**src/rtl/fetch_stage_if.sv**
```systemverilog
// rtl/fetch_stage_if.sv - instruction-memory bus between fetch_stage and the instruction memory
interface fetch_stage_if;
    logic [31:0] imem_addr;
    logic [31:0] imem_rdata;

    // fetch stage drives the address and receives combinational read data
    modport master (
        output imem_addr,
        input  imem_rdata
    );

    // instruction memory answers the address combinationally
    modport slave (
        input  imem_addr,
        output imem_rdata
    );
endinterface

```
**src/rtl/fetch_stage.sv**
```systemverilog
// rtl/fetch_stage.sv - MIPS32 IF stage: PC, 2-bit BHT predictor (FETCH_BHT_EN), IF/ID register
module fetch_stage #(
    parameter logic [31:0] RESET_PC    = 32'h0000_0000,
    parameter int          BHT_ENTRIES = 16
) (
    input  logic              clk,
    input  logic              rst_n,
    fetch_stage_if.master     imem,
    input  logic              if_id_pc_write,
    input  logic              if_id_write_from_hazard_detector,
    input  logic              pridictor_wrong,
    input  logic [31:0]       ex_redirect_pc,
    input  logic              ex_branch_valid,
    input  logic              ex_branch_taken,
    input  logic [31:0]       ex_branch_pc,
    output logic [31:0]       instruction,
    output logic [31:0]       if_id_pc_plus4,
    output logic [1:0]        if_id_branch_pridictor_bit
);
    localparam int IDX = $clog2(BHT_ENTRIES);

    logic [31:0] pc;
    logic [31:0] pc_plus4;
    logic [31:0] next_pc;
    logic [1:0]  ctr;

    assign imem.imem_addr = pc;
    assign pc_plus4       = pc + 32'd4;

`ifdef FETCH_BHT_EN
    logic [1:0]     bht [BHT_ENTRIES];
    logic [IDX-1:0] rd_idx;
    logic [IDX-1:0] wr_idx;
    logic           is_branch;
    logic           pred_taken;
    logic [31:0]    br_offset;
    logic           unused_ex_pc;

    assign rd_idx       = pc[IDX+1:2];
    assign wr_idx       = ex_branch_pc[IDX+1:2];
    // beq (000100) and bne (000101) share the upper five opcode bits
    assign is_branch    = (imem.imem_rdata[31:27] == 5'b00010);
    // lookup reads the stored value; a same-cycle update is not bypassed
    assign ctr          = bht[rd_idx];
    assign pred_taken   = is_branch && ctr[1];
    assign br_offset    = {{14{imem.imem_rdata[15]}}, imem.imem_rdata[15:0], 2'b00};
    assign next_pc      = pred_taken ? (pc_plus4 + br_offset) : pc_plus4;
    assign unused_ex_pc = ^{ex_branch_pc[31:IDX+2], ex_branch_pc[1:0]};

    // saturating counter training from EX; independent of stall and flush
    always_ff @(posedge clk or negedge rst_n) begin
        if (!rst_n) begin
            for (int i = 0; i < BHT_ENTRIES; i++) begin
                bht[i] <= 2'b01;
            end
        end else if (ex_branch_valid) begin
            if (ex_branch_taken) begin
                if (bht[wr_idx] != 2'b11) begin
                    bht[wr_idx] <= bht[wr_idx] + 2'd1;
                end
            end else begin
                if (bht[wr_idx] != 2'b00) begin
                    bht[wr_idx] <= bht[wr_idx] - 2'd1;
                end
            end
        end
    end
`else
    logic unused_ex;

    // static not-taken prediction; branch resolution feedback has no consumer
    assign ctr       = 2'b01;
    assign next_pc   = pc_plus4;
    assign unused_ex = ^{ex_branch_valid, ex_branch_taken, ex_branch_pc};
`endif

    // PC: redirect beats stall, stall beats predicted next PC
    always_ff @(posedge clk or negedge rst_n) begin
        if (!rst_n) begin
            pc <= RESET_PC;
        end else if (pridictor_wrong) begin
            pc <= ex_redirect_pc;
        end else if (if_id_pc_write) begin
            pc <= next_pc;
        end
    end

    // IF/ID register: flush to a nop on mispredict, otherwise load unless stalled
    always_ff @(posedge clk or negedge rst_n) begin
        if (!rst_n) begin
            instruction                <= 32'h0;
            if_id_pc_plus4             <= 32'h0;
            if_id_branch_pridictor_bit <= 2'b01;
        end else if (pridictor_wrong) begin
            instruction                <= 32'h0;
            if_id_pc_plus4             <= 32'h0;
            if_id_branch_pridictor_bit <= 2'b01;
        end else if (if_id_write_from_hazard_detector) begin
            instruction                <= imem.imem_rdata;
            if_id_pc_plus4             <= pc_plus4;
            if_id_branch_pridictor_bit <= ctr;
        end
    end
endmodule

```
**src/flat_wrapper.sv**
```systemverilog
// flat-port wrapper written by rule: the top's interface ports become plain ports
module fetch_stage_flat 
#(
    parameter logic [31:0] RESET_PC    = 32'h0000_0000,
    parameter int          BHT_ENTRIES = 16
)
  (clk, rst_n, if_id_pc_write, if_id_write_from_hazard_detector, pridictor_wrong, ex_redirect_pc, ex_branch_valid, ex_branch_taken, ex_branch_pc, instruction, if_id_pc_plus4, if_id_branch_pridictor_bit, imem_imem_addr, imem_imem_rdata);
  fetch_stage_if imem_i ();
  input  logic clk;
  input  logic rst_n;
  input  logic if_id_pc_write;
  input  logic if_id_write_from_hazard_detector;
  input  logic pridictor_wrong;
  input  logic [31:0] ex_redirect_pc;
  input  logic ex_branch_valid;
  input  logic ex_branch_taken;
  input  logic [31:0] ex_branch_pc;
  output logic [31:0] instruction;
  output logic [31:0] if_id_pc_plus4;
  output logic [1:0] if_id_branch_pridictor_bit;
  output wire logic [$bits(imem_i.imem_addr)-1:0] imem_imem_addr;
  input wire logic [$bits(imem_i.imem_rdata)-1:0] imem_imem_rdata;
  assign imem_imem_addr = imem_i.imem_addr;
  assign imem_i.imem_rdata = imem_imem_rdata;
  fetch_stage #(.RESET_PC(RESET_PC), .BHT_ENTRIES(BHT_ENTRIES)) u_core (.clk(clk), .rst_n(rst_n), .imem(imem_i), .if_id_pc_write(if_id_pc_write), .if_id_write_from_hazard_detector(if_id_write_from_hazard_detector), .pridictor_wrong(pridictor_wrong), .ex_redirect_pc(ex_redirect_pc), .ex_branch_valid(ex_branch_valid), .ex_branch_taken(ex_branch_taken), .ex_branch_pc(ex_branch_pc), .instruction(instruction), .if_id_pc_plus4(if_id_pc_plus4), .if_id_branch_pridictor_bit(if_id_branch_pridictor_bit));
endmodule
```
**config.mk**
```make
export PLATFORM = sky130hd
export DESIGN_NAME = fetch_stage_flat
export DESIGN_NICKNAME = d
export VERILOG_FILES = /design/src/rtl/fetch_stage_if.sv /design/src/rtl/fetch_stage.sv /design/src/flat_wrapper.sv
export SDC_FILE = /design/constraint.sdc
export NUM_CORES = 1
export LEC_CHECK = 0
export CORE_MARGIN = 10
export CORE_UTILIZATION = 45
export CTS_BUF_LIST = sky130_fd_sc_hd__clkbuf_4
export CTS_CLUSTER_DIAMETER = 40
export DETAILED_ROUTE_END_ITERATION = 10
export HOLD_SLACK_MARGIN = 0.06
export PLACE_DENSITY_LB_ADDON = 0.2
export SLEW_MARGIN = 20
export SYNTH_ARGS = -nofsm -noshare
export SYNTH_HDL_FRONTEND = slang
export SYNTH_SLANG_ARGS = --single-unit
export TNS_END_PERCENT = 100
```
**constraint.sdc**
```tcl
create_clock -name clk -period 3.25 [get_ports clk]
set_clock_uncertainty 0.2 [all_clocks]
set_input_delay 0.4875 -clock clk [delete_from_list [all_inputs] [get_ports clk]]
set_output_delay 0.4875 -clock clk [all_outputs]
set_load 0.01 [all_outputs]
```
# Word-level counts from Yosys, hierarchy flattened
# Cells that the tools add are included.
# word_totals
reg_bits	98
in_bits	103
output_inout_bits	98
word_cells	15
# op_classes
add_sub_neg	1
n_mux	8
reduce_logical	2
# op_table
operator	count
$mux W32	6
$add A32 B3 Y32 const B	1
$mux W2	2
$reduce_bool A2 Y1	2

# Logic depth before layout (Yosys ltp)
# logic_depth
ltp_word	3
ltp_mapped	7
mapped_depth_nobuf	5

# Worst setup path after synthesis
# No wires, ideal clock.
# synth_timing
path_kind	reg2reg
start	register u_core.pc[3], in the netlist u_core.imem.imem_addr[3]
end	register u_core.if_id_pc_plus4[28]
setup_time_ps	99
arrival_ps	2215
required_time_ps	2951
path_slack_ps	736
path_stages_with_launch	7
n_path_buf	1
synth_period_minus_slack_ps	2514
cell_sequence	dfrtp_1 > ha_1 > nand4_1 > or3_4 > buf_2 > or3_1 > a311oi_1
# synth_between
elab_chain_len	3
# synth_rtl
item	line	source
start, declared	fetch_stage.sv:22	logic [31:0] pc;
start signal, assigned	fetch_stage.sv:82	pc <= ex_redirect_pc;
start signal, assigned	fetch_stage.sv:84	pc <= next_pc;
$add A32 B3 Y32	fetch_stage.sv:28	assign pc_plus4 = pc + 32'd4;
$mux W32	fetch_stage.sv:98	end else if (if_id_write_from_hazard_detector) begin
$mux W32	fetch_stage.sv:94	end else if (pridictor_wrong) begin
end signal, assigned	fetch_stage.sv:100	if_id_pc_plus4 <= pc_plus4;
end, declared	fetch_stage.sv:17	output logic [31:0] if_id_pc_plus4,
# Every way passes these cells. The select of a mux whose other input is x is not followed.
# A chain may end at the register's enable or synchronous reset.

# Worst setup path in the final report
# layout_timing
start	register u_core.pc[3], in the netlist u_core.imem.imem_addr[3]
end	register u_core.if_id_pc_plus4[18]
# Same word-level chain as after synthesis.

==> results.md <==
- Outcome: finished, final reports clean
- Number of global-route vias before repair: between 4,000 and 5,000
- Die ar.: 15,500 µm²
- Clk sinks: 96
- Setup Crit Path Kind: register to register
- DRT Wirelength: 14.6 mm
- Die Ht: about 120 µm
- Initial antenna violation count: 1
- Post-Syn Instances: 506
- Sw Share: 30.4%
- Clock Root Buffer: clkbuf_4
- Crit-path max FO: 9
- Fin util: 62.6%
- Final weighted congestion in routability-driven placement: 0.839
- DR iter-0 viols: 295
- Final setup margin: ~0.43 ns
- Clock slew at reported path FFs: about 0.15 ns
- Area of the multi-input gates: 2260 µm²
- Max transition margin: 57.2%
- Critical Path Start: u_core.imem.imem_addr[3]
- Syn_nets: 610
- Worst-Margin Slew: 0.643 ns
- Area grow syn2layout: 37.2%
- Setup bufs post-CTS: 0
- Post-Synth Adder-Cell Area: less than 1%
- Peak supply drop: between 0.2 and 0.25 mV
- # nets final: 747
- Mux share of post-synthesis cell area: between 8 and 9%
- CP Cell Sequence: ha_1, nand4_1, or4_1, or3_1, a311oi_1
- Sequential share of power: ~53%
- Pre-CTS setup slack: about 0.43 ns
- Flops & latches, synth: 96
- Final-report hold violation count: 0
- HP Start: u_core.instruction[18]
- Vias per std cell: 5.60
- First-pass GRT wire length: 23.9 mm
- FILL cells: 956
- Final min period: 2.82 ns
- Finish-stage setup viols: 0
- Post-synth top flop: dfrtp_1
- Post-synth EDFFs: 0
- DR WL/cell: approximately 19 µm
- Setup TNS: 0 ns
- Total global routing track utilization: 18.4%
- CTS H-Tree Depth: 3
- Metal2 WL: roughly 7.1 mm
- Leakage: 2.65 nW
- Clock power frac: 24.0%
- Starting density of the core: between 40% and 50%
- Synth Area in Compound Gates: 11.6%
- Total CTS buffers: 9
- # DRC: 0
- Die Width: 124 µm
- Post-cts repair resize count: 0
- Maxcap violations: 0
- Cell Area, Synth: slightly below 5000 µm²
- CTS tree: done
- Min-delay worst type: register to register
- Routed wl met3: 1.47 mm
- Share of cells above drive strength 1: roughly 6.3%
- Routed Antenna Nets: 0
- Internal power: 0.00184 W
- CTS Buffer Depth: 2
- Core Area: 10,700 µm²
- DP HPWL: 10.8 mm
- R2R Path Start: u_core.imem.imem_addr[3]
- Register area share after synthesis: 49.0%
- Highest Signal Layer: met4
- RSZ-0062 raised after global routing: false
- Simple-gate area share of the yosys netlist: between 20 and 25%
- Slowest CP cell: or4_1
- Synth warn: 0
- 1st-pass router iterations: 4
- FFs w/ async S/R, synth: 100%
- F_max: approximately 350 MHz
- Number of top-level pins: 201
- Switching power: 0.000802 W
- Dpl cells: 771
- Finished Layout Cells: 788
- Syn Area/Cell: ~9.7 µm²
- Pwr dens: 393 nW/µm²
- Xor and xnor area share after synthesis: under 10%
- Gate power share: 22.9%
- Netlist cell types: 44
- CP startpoint kind: register
- Worst setup EP type: register
- Fin. max-slew vios: 0
- Crit path required time: roughly 3.4 ns
- Rows: 38
- Largest stage delay, worst path: 0.67 ns
- Routed length on met1: slightly below 6 mm
- FF/Latch Area: 2400 µm²
- Clk_lat worst skew: 0.44 ns
- DR vias: 4,415
- Tcrit/Tclk final: 86.9%
- Grt ovf: 0
- IO Port Bufs: around 160
- Pin count of the biggest net entering global routing: between 60 and 70
- Largest family of logic cells by synthesized area: simple AND/OR/NAND/NOR gates
- CP arrival: 2.97 ns
per-layer routing:
metal	GRT usage (%)	vias up
li1	-	2089
met1	21.3	2153
met2	30.6	160
met3	7.32	13
met4	5.89	0
met5	0	-
power groups by stage:
| stage | Combinational [W] | Sequential (W) | Clock, W |
|---|---|---|---|
| after detailed placement | 0.000612 | 0.00143 | 0 |
| after global routing | 0.000661 | 0.00142 | 0.000707 |
| after CTS | 0.000616 | 0.00140 | 0.000660 |
| final | 0.000604 | 0.00141 | 0.000634 |
| after floorplan | 0.000252 | 0.00142 | 0 |
| after global placement | 0.000601 | 0.00142 | 0 |
Yosys cell counts (3+ instances only):
cell type	n	share of area (%)
nor3_1	7	0.72
or3_1	22	2.8
o21ai_0	35	3.6
clkbuf_2	3	0.31
nand4_1	18	2.3
a211oi_1	11	1.7
a311oi_1	15	2.7
nor4_1	3	0.38
dfrtp_1	96	49
mux2i_1	37	7.6
nand3_1	12	1.2
xnor2_1	13	2.3
a31oi_1	12	1.5
or4_1	17	2.6
xor2_1	12	2.1
nor2_1	78	6.0
o31ai_1	7	1.1
clkbuf_1	28	2.1
o211ai_1	3	0.46
buf_2	13	1.3
nand2_1	31	2.4
buf_1	3	0.23
area by class of cell:
class	instances	area share, %
inverters	3	0.168
multi-input cells	357	33.7
well taps	140	2.61
diodes	1	0.0372
repair buffers	176	25.9
flip-flops and latches	96	35.7
clock buffers	9	1.01
clock inverters	6	0.912
final timing paths:
path | to | slack (ns) | cells past startpoint
max | u_core.if_id_pc_plus4[18] | 0.43 | 5
min | u_core.instruction[18] | 0.34 | 2
max reg2reg | u_core.if_id_pc_plus4[18] | 0.43 | 5
min reg2reg | u_core.instruction[18] | 0.34 | 2
max in group asynchronous | u_core.instruction[17] | 1.68 | 3
min in group asynchronous | u_core.if_id_pc_plus4[6] | 0.35 | 2
flip-flops by register name, summed over array words and instances (netlist names):
signal and flops:
u_core.imem.imem_addr 32, u_core.instruction 32, u_core.if_id_pc_plus4 32
placed cells by master (no fill, tap or decap), drive strengths merged, types with 11 or more instances in the layout:
| master | instances |
|---|---|
| clkdlybuf4s50 | 161 |
| dfrtp | 96 |
| nor2 | 78 |
| mux2i | 37 |
| o21ai | 35 |
| nand2 | 31 |
| or3 | 24 |
| nand4 | 21 |
| or4 | 19 |
| a311oi | 15 |
| buf | 14 |
| xnor2 | 13 |
| nand3 | 13 |
| xor2 | 12 |
| a31oi | 12 |
| a211oi | 11 |
metrics by stage:
step / total power [W] / hold WS, ns / area [µm²]
6_report: 0.00264 / 0.338 / 6720
5_1_grt: 0.00279 / 0.343 / 6720
4_1_cts: 0.00268 / 0.331 / 6720
3_5_place_dp: 0.00204 / 0.312 / 6580
3_3_place_gp: 0.00202 / 0.299 / 6580
2_1_floorplan: 0.00167 / -0.00809 / 4900
worst max-delay path, delay by kind of cell (launching register included):
family	cells	cell delay [ns]
AND/OR/NAND/NOR	3	1.25
flip-flops	1	0.58
adder cells (fa/ha/maj)	1	0.38
AO/OA/AOI/OAI	1	0.31
cells by family after synthesis:
group	count (synthesis)
other cells	2
fa+ha+maj	1
buf+inv	53
xor+xnor	25
flops	96
mux	39
compound gates	86
simple gates	204
timing repair:
item	CTS	global route
hold endpoints to repair	40	0
hold buffers	1	0
setup endpoints to repair	0	0
No activity file was read; power rests on OpenSTA's default activity.
